### src/rtl/memory_loader_pkg.sv
// Shared types and constants for the host-driven memory loader.
package memory_loader_pkg;

  localparam int ADDR_W = 12;
  localparam int WORD_W = 16;
  localparam int BYTE_W = 8;

  // Default host command bytes: 'L' loads memory, 'D' dumps it back.
  localparam logic [BYTE_W-1:0] DEF_LOAD_CMD = 8'h4C;
  localparam logic [BYTE_W-1:0] DEF_DUMP_CMD = 8'h44;

  typedef enum logic [3:0] {
    IDLE,
    ADDR_H,
    ADDR_L,
    CNT_H,
    CNT_L,
    LOAD_HI,
    LOAD_LO,
    WRITE,
    DUMP_HI,
    DUMP_LO
  } state_t;

  typedef enum logic {
    MODE_LOAD = 1'b0,
    MODE_DUMP = 1'b1
  } mode_t;

endpackage

### src/rtl/memory_loader_if.sv
// Host byte streams plus the memory_unit port, bundled for the loader.
interface memory_loader_if;
  import memory_loader_pkg::*;

  logic [BYTE_W-1:0] rx_data;
  logic              rx_valid;
  logic              rx_ready;
  logic [BYTE_W-1:0] tx_data;
  logic              tx_valid;
  logic              tx_ready;
  logic [ADDR_W-1:0] mem_address;
  logic              mem_write_enable;
  logic [WORD_W-1:0] mem_write_data;
  logic [WORD_W-1:0] memory_content;

  // Loader side.
  modport master (
    input  rx_data, rx_valid, tx_ready, memory_content,
    output rx_ready, tx_data, tx_valid, mem_address, mem_write_enable, mem_write_data
  );

  // Host and memory side.
  modport slave (
    output rx_data, rx_valid, tx_ready, memory_content,
    input  rx_ready, tx_data, tx_valid, mem_address, mem_write_enable, mem_write_data
  );
endinterface

### src/rtl/memory_loader.sv
// Byte-serial loader: a host streams a command, a 12-bit start address and a
// word count (minus one), then either writes 16-bit words into memory or reads
// them back high byte first.
module memory_loader
  import memory_loader_pkg::*;
#(
  parameter logic [BYTE_W-1:0] LOAD_CMD = DEF_LOAD_CMD,
  parameter logic [BYTE_W-1:0] DUMP_CMD = DEF_DUMP_CMD
) (
  input  logic            clk,
  input  logic            reset,
  memory_loader_if.master bus,
  output logic            busy,
  output logic            cmd_error
);

  state_t            r_state;
  state_t            w_next_state;
  mode_t             r_mode;
  logic [ADDR_W-1:0] r_addr;
  logic [ADDR_W-1:0] r_remaining;
  logic [WORD_W-1:0] r_data;
  logic              r_cmd_error;

  logic              w_rx_ready;
  logic              w_tx_valid;
  logic [BYTE_W-1:0] w_tx_data;
  logic              w_write_enable;
  logic              w_rx_fire;
  logic              w_tx_fire;
  logic              w_is_load;
  logic              w_is_dump;
  logic              w_last;

  assign w_rx_fire = bus.rx_valid && w_rx_ready;
  assign w_tx_fire = w_tx_valid && bus.tx_ready;
  assign w_is_load = (bus.rx_data == LOAD_CMD);
  assign w_is_dump = (bus.rx_data == DUMP_CMD);
  assign w_last    = (r_remaining == '0);

  // State register.
  always_ff @(posedge clk) begin
    if (reset) r_state <= IDLE;
    else       r_state <= w_next_state;
  end

  // Next-state decode: receive states advance on an accepted byte, dump
  // states on an accepted output byte, WRITE always takes exactly one cycle.
  always_comb begin
    w_next_state = r_state;
    case (r_state)
      IDLE:    if (w_rx_fire && (w_is_load || w_is_dump)) w_next_state = ADDR_H;
      ADDR_H:  if (w_rx_fire) w_next_state = ADDR_L;
      ADDR_L:  if (w_rx_fire) w_next_state = CNT_H;
      CNT_H:   if (w_rx_fire) w_next_state = CNT_L;
      CNT_L:   if (w_rx_fire) w_next_state = (r_mode == MODE_DUMP) ? DUMP_HI : LOAD_HI;
      LOAD_HI: if (w_rx_fire) w_next_state = LOAD_LO;
      LOAD_LO: if (w_rx_fire) w_next_state = WRITE;
      WRITE:   w_next_state = w_last ? IDLE : LOAD_HI;
      DUMP_HI: if (w_tx_fire) w_next_state = DUMP_LO;
      DUMP_LO: if (w_tx_fire) w_next_state = w_last ? IDLE : DUMP_HI;
      default: w_next_state = IDLE;
    endcase
  end

  // Output decode: tx bytes come straight from the combinational memory read,
  // so holding r_addr during a stall keeps tx_data stable.
  always_comb begin
    w_rx_ready     = 1'b0;
    w_tx_valid     = 1'b0;
    w_tx_data      = '0;
    w_write_enable = 1'b0;
    case (r_state)
      IDLE, ADDR_H, ADDR_L, CNT_H, CNT_L, LOAD_HI, LOAD_LO: w_rx_ready = 1'b1;
      WRITE:   w_write_enable = 1'b1;
      DUMP_HI: begin
        w_tx_valid = 1'b1;
        w_tx_data  = bus.memory_content[15:8];
      end
      DUMP_LO: begin
        w_tx_valid = 1'b1;
        w_tx_data  = bus.memory_content[7:0];
      end
      default: ;
    endcase
  end

  // Datapath registers: header fields, word assembly, address/count stepping.
  always_ff @(posedge clk) begin
    if (reset) begin
      r_mode      <= MODE_LOAD;
      r_addr      <= '0;
      r_remaining <= '0;
      r_data      <= '0;
      r_cmd_error <= 1'b0;
    end else begin
      r_cmd_error <= (r_state == IDLE) && w_rx_fire && !w_is_load && !w_is_dump;
      case (r_state)
        IDLE: if (w_rx_fire) begin
          if (w_is_load)      r_mode <= MODE_LOAD;
          else if (w_is_dump) r_mode <= MODE_DUMP;
        end
        ADDR_H:  if (w_rx_fire) r_addr[11:8]      <= bus.rx_data[3:0];
        ADDR_L:  if (w_rx_fire) r_addr[7:0]       <= bus.rx_data;
        CNT_H:   if (w_rx_fire) r_remaining[11:8] <= bus.rx_data[3:0];
        CNT_L:   if (w_rx_fire) r_remaining[7:0]  <= bus.rx_data;
        LOAD_HI: if (w_rx_fire) r_data[15:8]      <= bus.rx_data;
        LOAD_LO: if (w_rx_fire) r_data[7:0]       <= bus.rx_data;
        WRITE: if (!w_last) begin
          r_addr      <= r_addr + 12'd1;
          r_remaining <= r_remaining - 12'd1;
        end
        DUMP_LO: if (w_tx_fire && !w_last) begin
          r_addr      <= r_addr + 12'd1;
          r_remaining <= r_remaining - 12'd1;
        end
        default: ;
      endcase
    end
  end

  assign bus.rx_ready         = w_rx_ready;
  assign bus.tx_valid         = w_tx_valid;
  assign bus.tx_data          = w_tx_data;
  assign bus.mem_write_enable = w_write_enable;
  assign bus.mem_write_data   = r_data;
  assign bus.mem_address      = r_addr;
  assign busy                 = (r_state != IDLE);
  assign cmd_error            = r_cmd_error;

endmodule
### src/flat_wrapper.sv
// flat-port wrapper written by rule: the top's interface ports become plain ports
module memory_loader_flat import memory_loader_pkg::*;
#(
  parameter logic [BYTE_W-1:0] LOAD_CMD = DEF_LOAD_CMD,
  parameter logic [BYTE_W-1:0] DUMP_CMD = DEF_DUMP_CMD
)
  (clk, reset, busy, cmd_error, bus_rx_data, bus_rx_valid, bus_tx_ready, bus_memory_content, bus_rx_ready, bus_tx_data, bus_tx_valid, bus_mem_address, bus_mem_write_enable, bus_mem_write_data);
  memory_loader_if bus_i ();
  input  logic clk;
  input  logic reset;
  output logic busy;
  output logic cmd_error;
  input wire logic [$bits(bus_i.rx_data)-1:0] bus_rx_data;
  input wire logic [$bits(bus_i.rx_valid)-1:0] bus_rx_valid;
  input wire logic [$bits(bus_i.tx_ready)-1:0] bus_tx_ready;
  input wire logic [$bits(bus_i.memory_content)-1:0] bus_memory_content;
  output wire logic [$bits(bus_i.rx_ready)-1:0] bus_rx_ready;
  output wire logic [$bits(bus_i.tx_data)-1:0] bus_tx_data;
  output wire logic [$bits(bus_i.tx_valid)-1:0] bus_tx_valid;
  output wire logic [$bits(bus_i.mem_address)-1:0] bus_mem_address;
  output wire logic [$bits(bus_i.mem_write_enable)-1:0] bus_mem_write_enable;
  output wire logic [$bits(bus_i.mem_write_data)-1:0] bus_mem_write_data;
  assign bus_i.rx_data = bus_rx_data;
  assign bus_i.rx_valid = bus_rx_valid;
  assign bus_i.tx_ready = bus_tx_ready;
  assign bus_i.memory_content = bus_memory_content;
  assign bus_rx_ready = bus_i.rx_ready;
  assign bus_tx_data = bus_i.tx_data;
  assign bus_tx_valid = bus_i.tx_valid;
  assign bus_mem_address = bus_i.mem_address;
  assign bus_mem_write_enable = bus_i.mem_write_enable;
  assign bus_mem_write_data = bus_i.mem_write_data;
  memory_loader #(.LOAD_CMD(LOAD_CMD), .DUMP_CMD(DUMP_CMD)) u_core (.clk(clk), .reset(reset), .bus(bus_i), .busy(busy), .cmd_error(cmd_error));
endmodule
### config.mk
export PLATFORM = sky130hd
export DESIGN_NAME = memory_loader_flat
export DESIGN_NICKNAME = d
export VERILOG_FILES = /design/src/rtl/memory_loader_pkg.sv /design/src/rtl/memory_loader_if.sv /design/src/rtl/memory_loader.sv /design/src/flat_wrapper.sv
export SDC_FILE = /design/constraint.sdc
export NUM_CORES = 1
export LEC_CHECK = 0
export BUFFER_PORTS_ARGS = -buffer_cell sky130_fd_sc_hd__buf_4
export CELL_PAD_IN_SITES_DETAIL_PLACEMENT = 1
export CELL_PAD_IN_SITES_GLOBAL_PLACEMENT = 1
export CORE_ASPECT_RATIO = 1.25
export CORE_UTILIZATION = 35
export CTS_CLUSTER_SIZE = 14
export DETAILED_ROUTE_END_ITERATION = 8
export PLACE_DENSITY = 0.76
export SYNTH_ARGS = -nofsm -noshare
export SYNTH_HDL_FRONTEND = slang
export SYNTH_SLANG_ARGS = --single-unit
### constraint.sdc
create_clock -name clk -period 1.8 [get_ports clk]
set_clock_uncertainty 0.1 [all_clocks]
set_input_delay 0.36 -clock clk [delete_from_list [all_inputs] [get_ports clk]]
set_output_delay 0.36 -clock clk [all_outputs]
set_load 0.03 [all_outputs]
# After elaboration in Yosys (flattened, before gate mapping)

Index checks and enable logic that the tools add are counted.

Flip-flop bits (word level): 46
Output and inout bits: 41
Logic and storage cells: 91

Add/subtract/negate cells: 2
Eq/ne operators: 22
Multiplexer cells: 29
Reduce and logical (&&, ||, !) cells: 29

Operator list:

| kind                                                   | number |
|---|---|
| 2-to-1 mux 12 bit                                      | 4 |
| 2-to-1 mux 4 bit                                       | 12 |
| one-hot mux 8 bit (3 select lines)                     | 2 |
| one-hot mux 4 bit (10 select lines)                    | 1 |
| one-hot mux 4 bit (3 select lines)                     | 2 |
| inequality test 2 x 1 -> 1 bit (second input constant) | 10 |
| == test 4 x 3 -> 1 bit (second input constant)         | 4 |
| == test 8 x 7 -> 1 bit (second input constant)         | 2 |
| one-hot mux 8 bit (2 select lines)                     | 1 |
| AND reduction 4 bit                                    | 4 |
| adder 12 x 1 -> 12 bit (second input constant)         | 1 |
| zero test 12 bit                                       | 1 |
| nonzero test 3 bit                                     | 4 |
| subtractor 12 x 1 -> 12 bit (second input constant)    | 1 |
| AND reduction 9 bit                                    | 1 |
| == test 4 x 2 -> 1 bit (second input constant)         | 2 |
| == test 4 bit (second input constant)                  | 2 |
| 2-to-1 mux 8 bit                                       | 1 |
| logical AND 1 bit                                      | 7 |
| OR reduction 7 bit                                     | 1 |
| 2-to-1 mux 1 bit                                       | 5 |
| == test 4 x 1 -> 1 bit (second input constant)         | 1 |
| zero test 4 bit                                        | 1 |
| AND reduction 2 bit                                    | 2 |
| 8 further kinds                                        | 10 |

# Depth between registers and ports, before layout

Depth after elaboration: 7
Gate-level depth with buffers: 9
Mapped depth without buffers: 6

# Worst setup path after synthesis

OpenSTA, ideal clock, no wires.

Path kind: register to register
Start point: reg u_core.r_addr[0] (netlist: u_core.bus.mem_address[0])
End point: reg u_core.r_addr[8] (netlist: u_core.bus.mem_address[8])
Library setup time: 0.092 ns
Arrival time: 1.741 ns
Setup slack: -0.133 ns
Cell stages (with the launch flop): 7
Path buffers: 0
Cell sequence: dfxtp_1 ha_1 and3_1 nand2_1 or2_2 o31a_1 o32ai_1

Cells in the longest elaborated chain, start to end: 3
Elaborated cells between the ends (all ways): 4
Those cells by class: add/sub: 1; mux: 3

Ends and longest elaborated chain:

| what                                 | RTL line                                   | source |
|---|---|---|
| start, declared                      | memory_loader.sv:20                        | `logic [ADDR_W-1:0] r_addr;` |
| start signal, assigned               | memory_loader.sv:104                       | `ADDR_L: if (w_rx_fire) r_addr[7:0] <= bus.rx_data;` |
| start signal, assigned               | memory_loader.sv:110                       | `r_addr <= r_addr + 12'd1;` |
| start signal, assigned               | memory_loader.sv:114                       | `r_addr <= r_addr + 12'd1;` |
| adder 12 x 1 -> 12 bit *             | memory_loader.sv:110, memory_loader.sv:114 |  |
| 2-to-1 mux 12 bit (on tied branches) | memory_loader.sv:113, memory_loader.sv:109 |  |
| one-hot mux 4 bit (3 select lines) * | memory_loader.sv:98                        | `case (r_state)` |

Mark *: on every way between the ends. The rest lies on a longest branch, timed or not. The select of a mux whose other input is x is not followed.
A chain may end at the register's enable or synchronous reset.

# Worst setup path after layout

Start point: reg u_core.r_state[0]
End point: out bus_tx_data[7]

Cells in the longest elaborated chain, start to end: 2
Elaborated cells between the ends (all ways): 3
Those cells by class: eq/ne: 2; mux: 1

Ends and longest elaborated chain:

| what                                 | RTL line            | source |
|---|---|---|
| start, declared                      | memory_loader.sv:17 | `state_t r_state;` |
| start signal, assigned               | memory_loader.sv:44 | `else r_state <= w_next_state;` |
| == test 4 bit                        | memory_loader.sv:73 | `case (r_state)` |
| one-hot mux 8 bit (2 select lines) * | memory_loader.sv:73 |  |
| end, declared                        | flat_wrapper.sv:18  | `output wire logic [$bits(bus_i.tx_data)-1:0] bus_tx_data;` |

Mark *: on every way between the ends. The rest lies on a longest branch, timed or not.

==> impl_metrics.ini <==
[die]
start_util_pct = 36.00
fp.dieW_um = 81.84
ios = 69
fp.dieArea_um2 = 8331
core_um2 = 7747
rows = 36
die_y_um = 101.8

[global_routing]
grt-ovfl-total = 0
grt_max_degree = 27
grt_pass1_wl_um = 19590
grtUsageTotal_pct = 31.77
grt_pass1_vias = 3730
antenna_found_initial = 0

[sta]
hold_viol = 0
min_period_ns = 2.101
worst_slack_ns = -0.3006
holdWs_ns = 0.2522
rsz0062_at_grt = yes
max_slew_margin_pct = 51.07
fmax_ghz = 0.4761
finalCritPeriodShare_pct = 116.7
setup-violations-final = 53
final_max_slew_viol_count = 0
tightest_slew_ns = 0.7273

[logic_synthesis]
synth_top_area_share_pct = 33.02
async_flop_share_pct = 0
yosysWarnings = 0
yosysSeqAreaShare_pct = 33.02
netlist_instances = 345
synth_cell_type_count = 59
synth_nets = 376
yosys.area.top_type = dfxtp_1
synth_area_um2 = 2789
synth_edf_count = 0
ys_top_cells_by_area = dfxtp_1, mux2i_1, nor2_1, a21oi_1, nand2_1
synth_seq_cells = 46
syn_area_per_cell_um2 = 8.084
ys.flop_type = dfxtp_1

[worst_setup_path]
r2r-start = u_core.r_state[1]
startpoint_type = register
r2r-end = u_core.bus.mem_address[10]
reg2reg_slack_ns = -0.29
cp.arrival_ns = 1.64
worstSetupPathType = reg2out
crit_fanout = 5
critPathCapture = bus_tx_data[7]
startpoint = u_core.r_state[0]
endpoint_kind = output pin
r2r_cells = 8
required_ns = 1.34

[final_layout]
drive_gt1_share_pct = 53.21
syn2layout_area_growth_pct = 74.47
antennaDiodeCount = 0
final_common_cell = buf_4
fillers = 846
final_cell_mix = buf_4, nor2_1, dfxtp_1
fin_nets = 528

[clock_network]
clock_sinks = 46
clk_path_buf_depth = 2
cts_tree = yes
cts_root_buf = clkbuf_8
cts_buffers = 5
h-tree-depth = 2
clkTransAtPathRegs_ns = 0.12
clock_latency_ns = 0.34
holdBufCountCts = 0

[outcome]
status = finished, violations left
violations = negative setup slack

[run]
maxCapViolCount = 0

[pwr]
ir_drop_mv = 0.3708
power_density_nw_per_um2 = 398.9
power_uw = 1941
leakage_uw = 0.001971

[detailed_routing]
routed-wl-met3_um = 1141
drc = 0
routed_wl_um = 16580
vias_per_cell = 6.422
drt_iter0_markers = 378
dr_wl_met2_um = 8285
top_layer_used = met4
wl_per_cell_um = 27.95
wirelength_met1_um = 5826
drtPass1Iterations = 5
ant_nets = 0
num_vias = 3808

[placement]
hpwl_um = 7435
place_congestion = 0.8317
io_buffers = 68

[worst_hold_path]
hold_class = in2reg
## metrics by stage
stage               setup TNS, ns  utilization (%)  area (um^2)  setup WS (ns)  instances
floorplan                 -0.6598                -         2805       -0.08248        345
global placement           -1.228            49.05         3800        -0.1062        545
detailed placement         -2.569            49.05         3800        -0.1580        545
CTS                       -0.6372            57.12         4425       -0.07370        579
global route               -7.617            62.81         4866        -0.2968        593
finish                     -6.663            62.81         4866        -0.3006        593
## worst max-delay path: stages, from the launching register on
cell and delay (ns):
dfxtp_4 0.44, buf_6 0.16, buf_8 0.14, mux2i_2 0.26, nor2_1 0.12, buf_4 0.18
## power by group
part / leakage [uW] / total [uW] / switching, uW / internal (uW)
combinational: 0.00155 / 194 / 113 / 81.1
clock: 0.0000408 / 733 / 454 / 279
sequential: 0.000377 / 1010 / 2.30 / 1010
total: 0.00197 / 1940 / 569 / 1370
## area by class of cell
| class | instances | area [um^2] | share of cell area (%) |
|---|---|---|---|
| sequential | 46 | 944.7 | 19.41 |
| inverter | 11 | 41.29 | 0.8485 |
| timing repair buffer | 165 | 1480 | 30.42 |
| clock buffer | 5 | 68.82 | 1.414 |
| tap | 95 | 118.9 | 2.443 |
| clock inverter | 3 | 23.77 | 0.4886 |
| multi-input combinational | 268 | 2188 | 44.97 |
## Yosys cell counts (2+ instances only)
cell,number
nand4_1,6
and2_1,3
a21oi_1,29
o32ai_1,3
buf_2,9
a21o_1,9
a32o_1,2
o21ai_0,8
or3b_1,2
nand3_1,9
a211oi_1,2
ha_1,3
o21ai_1,11
nand3b_1,6
nand4bb_1,2
mux2i_1,25
nor4_1,3
and3_1,8
clkbuf_1,9
o21bai_1,3
a31oi_1,10
nand2b_1,2
o22ai_2,2
o311ai_1,3
dfxtp_1,46
nor4_2,3
o31ai_1,4
a21oi_2,2
inv_1,9
o31a_1,2
nand2_1,20
nor3_1,11
buf_4,2
nor2_1,50
o21a_1,3
## how the worst min path moves through the flow
| stage | endpoint | depth (start not counted) | start | slack [ns] |
|---|---|---|---|---|
| 6_report | u_core.bus.mem_write_data[11] | 3 | bus_rx_data[3] | 0.25 |
| 2_1_floorplan | u_core.r_remaining[1] | 2 | u_core.r_remaining[1] | 0.37 |
| 5_1_grt | u_core.bus.mem_write_data[3] | 3 | bus_rx_data[3] | 0.27 |
| 3_3_place_gp | u_core.bus.mem_write_data[12] | 2 | u_core.bus.mem_write_data[12] | 0.38 |
| 3_5_place_dp | u_core.r_remaining[11] | 2 | u_core.r_remaining[11] | 0.39 |
| 4_1_cts | u_core.bus.mem_write_data[1] | 3 | bus_rx_data[1] | 0.23 |
## registers in the layout, indices dropped and copies added, names as in the netlist
signal	flops
u_core.bus.mem_address	12
u_core.bus.mem_write_data	16
u_core.cmd_error	1
u_core.r_mode	1
u_core.r_remaining	12
u_core.r_state	4
## timing repair
action                                  CTS  global route
gates resized for setup                  80            70
endpoints found under the setup margin   39            47
setup buffers                            24            15
gates cloned                              3             2
pin swaps                                28            39
## per-layer routing
layer  up-vias  track usage, %
met5         -               0
met3       113           4.775
met2       282           57.66
met1      1839           33.88
li1       1574               -
met4         0           18.89
## logic make-up after synthesis
kind of cell / after synthesis / share of synthesized area [%]
and+or+nand+nor: 136 / 26.83
AOI/OAI and AO/OA: 102 / 24.45
DFF: 46 / 33.02
buffers and inverters: 33 / 5.383
muxes: 25 / 8.973
adders and majority gates: 3 / 1.346
Power figures use the tool's default switching activity.
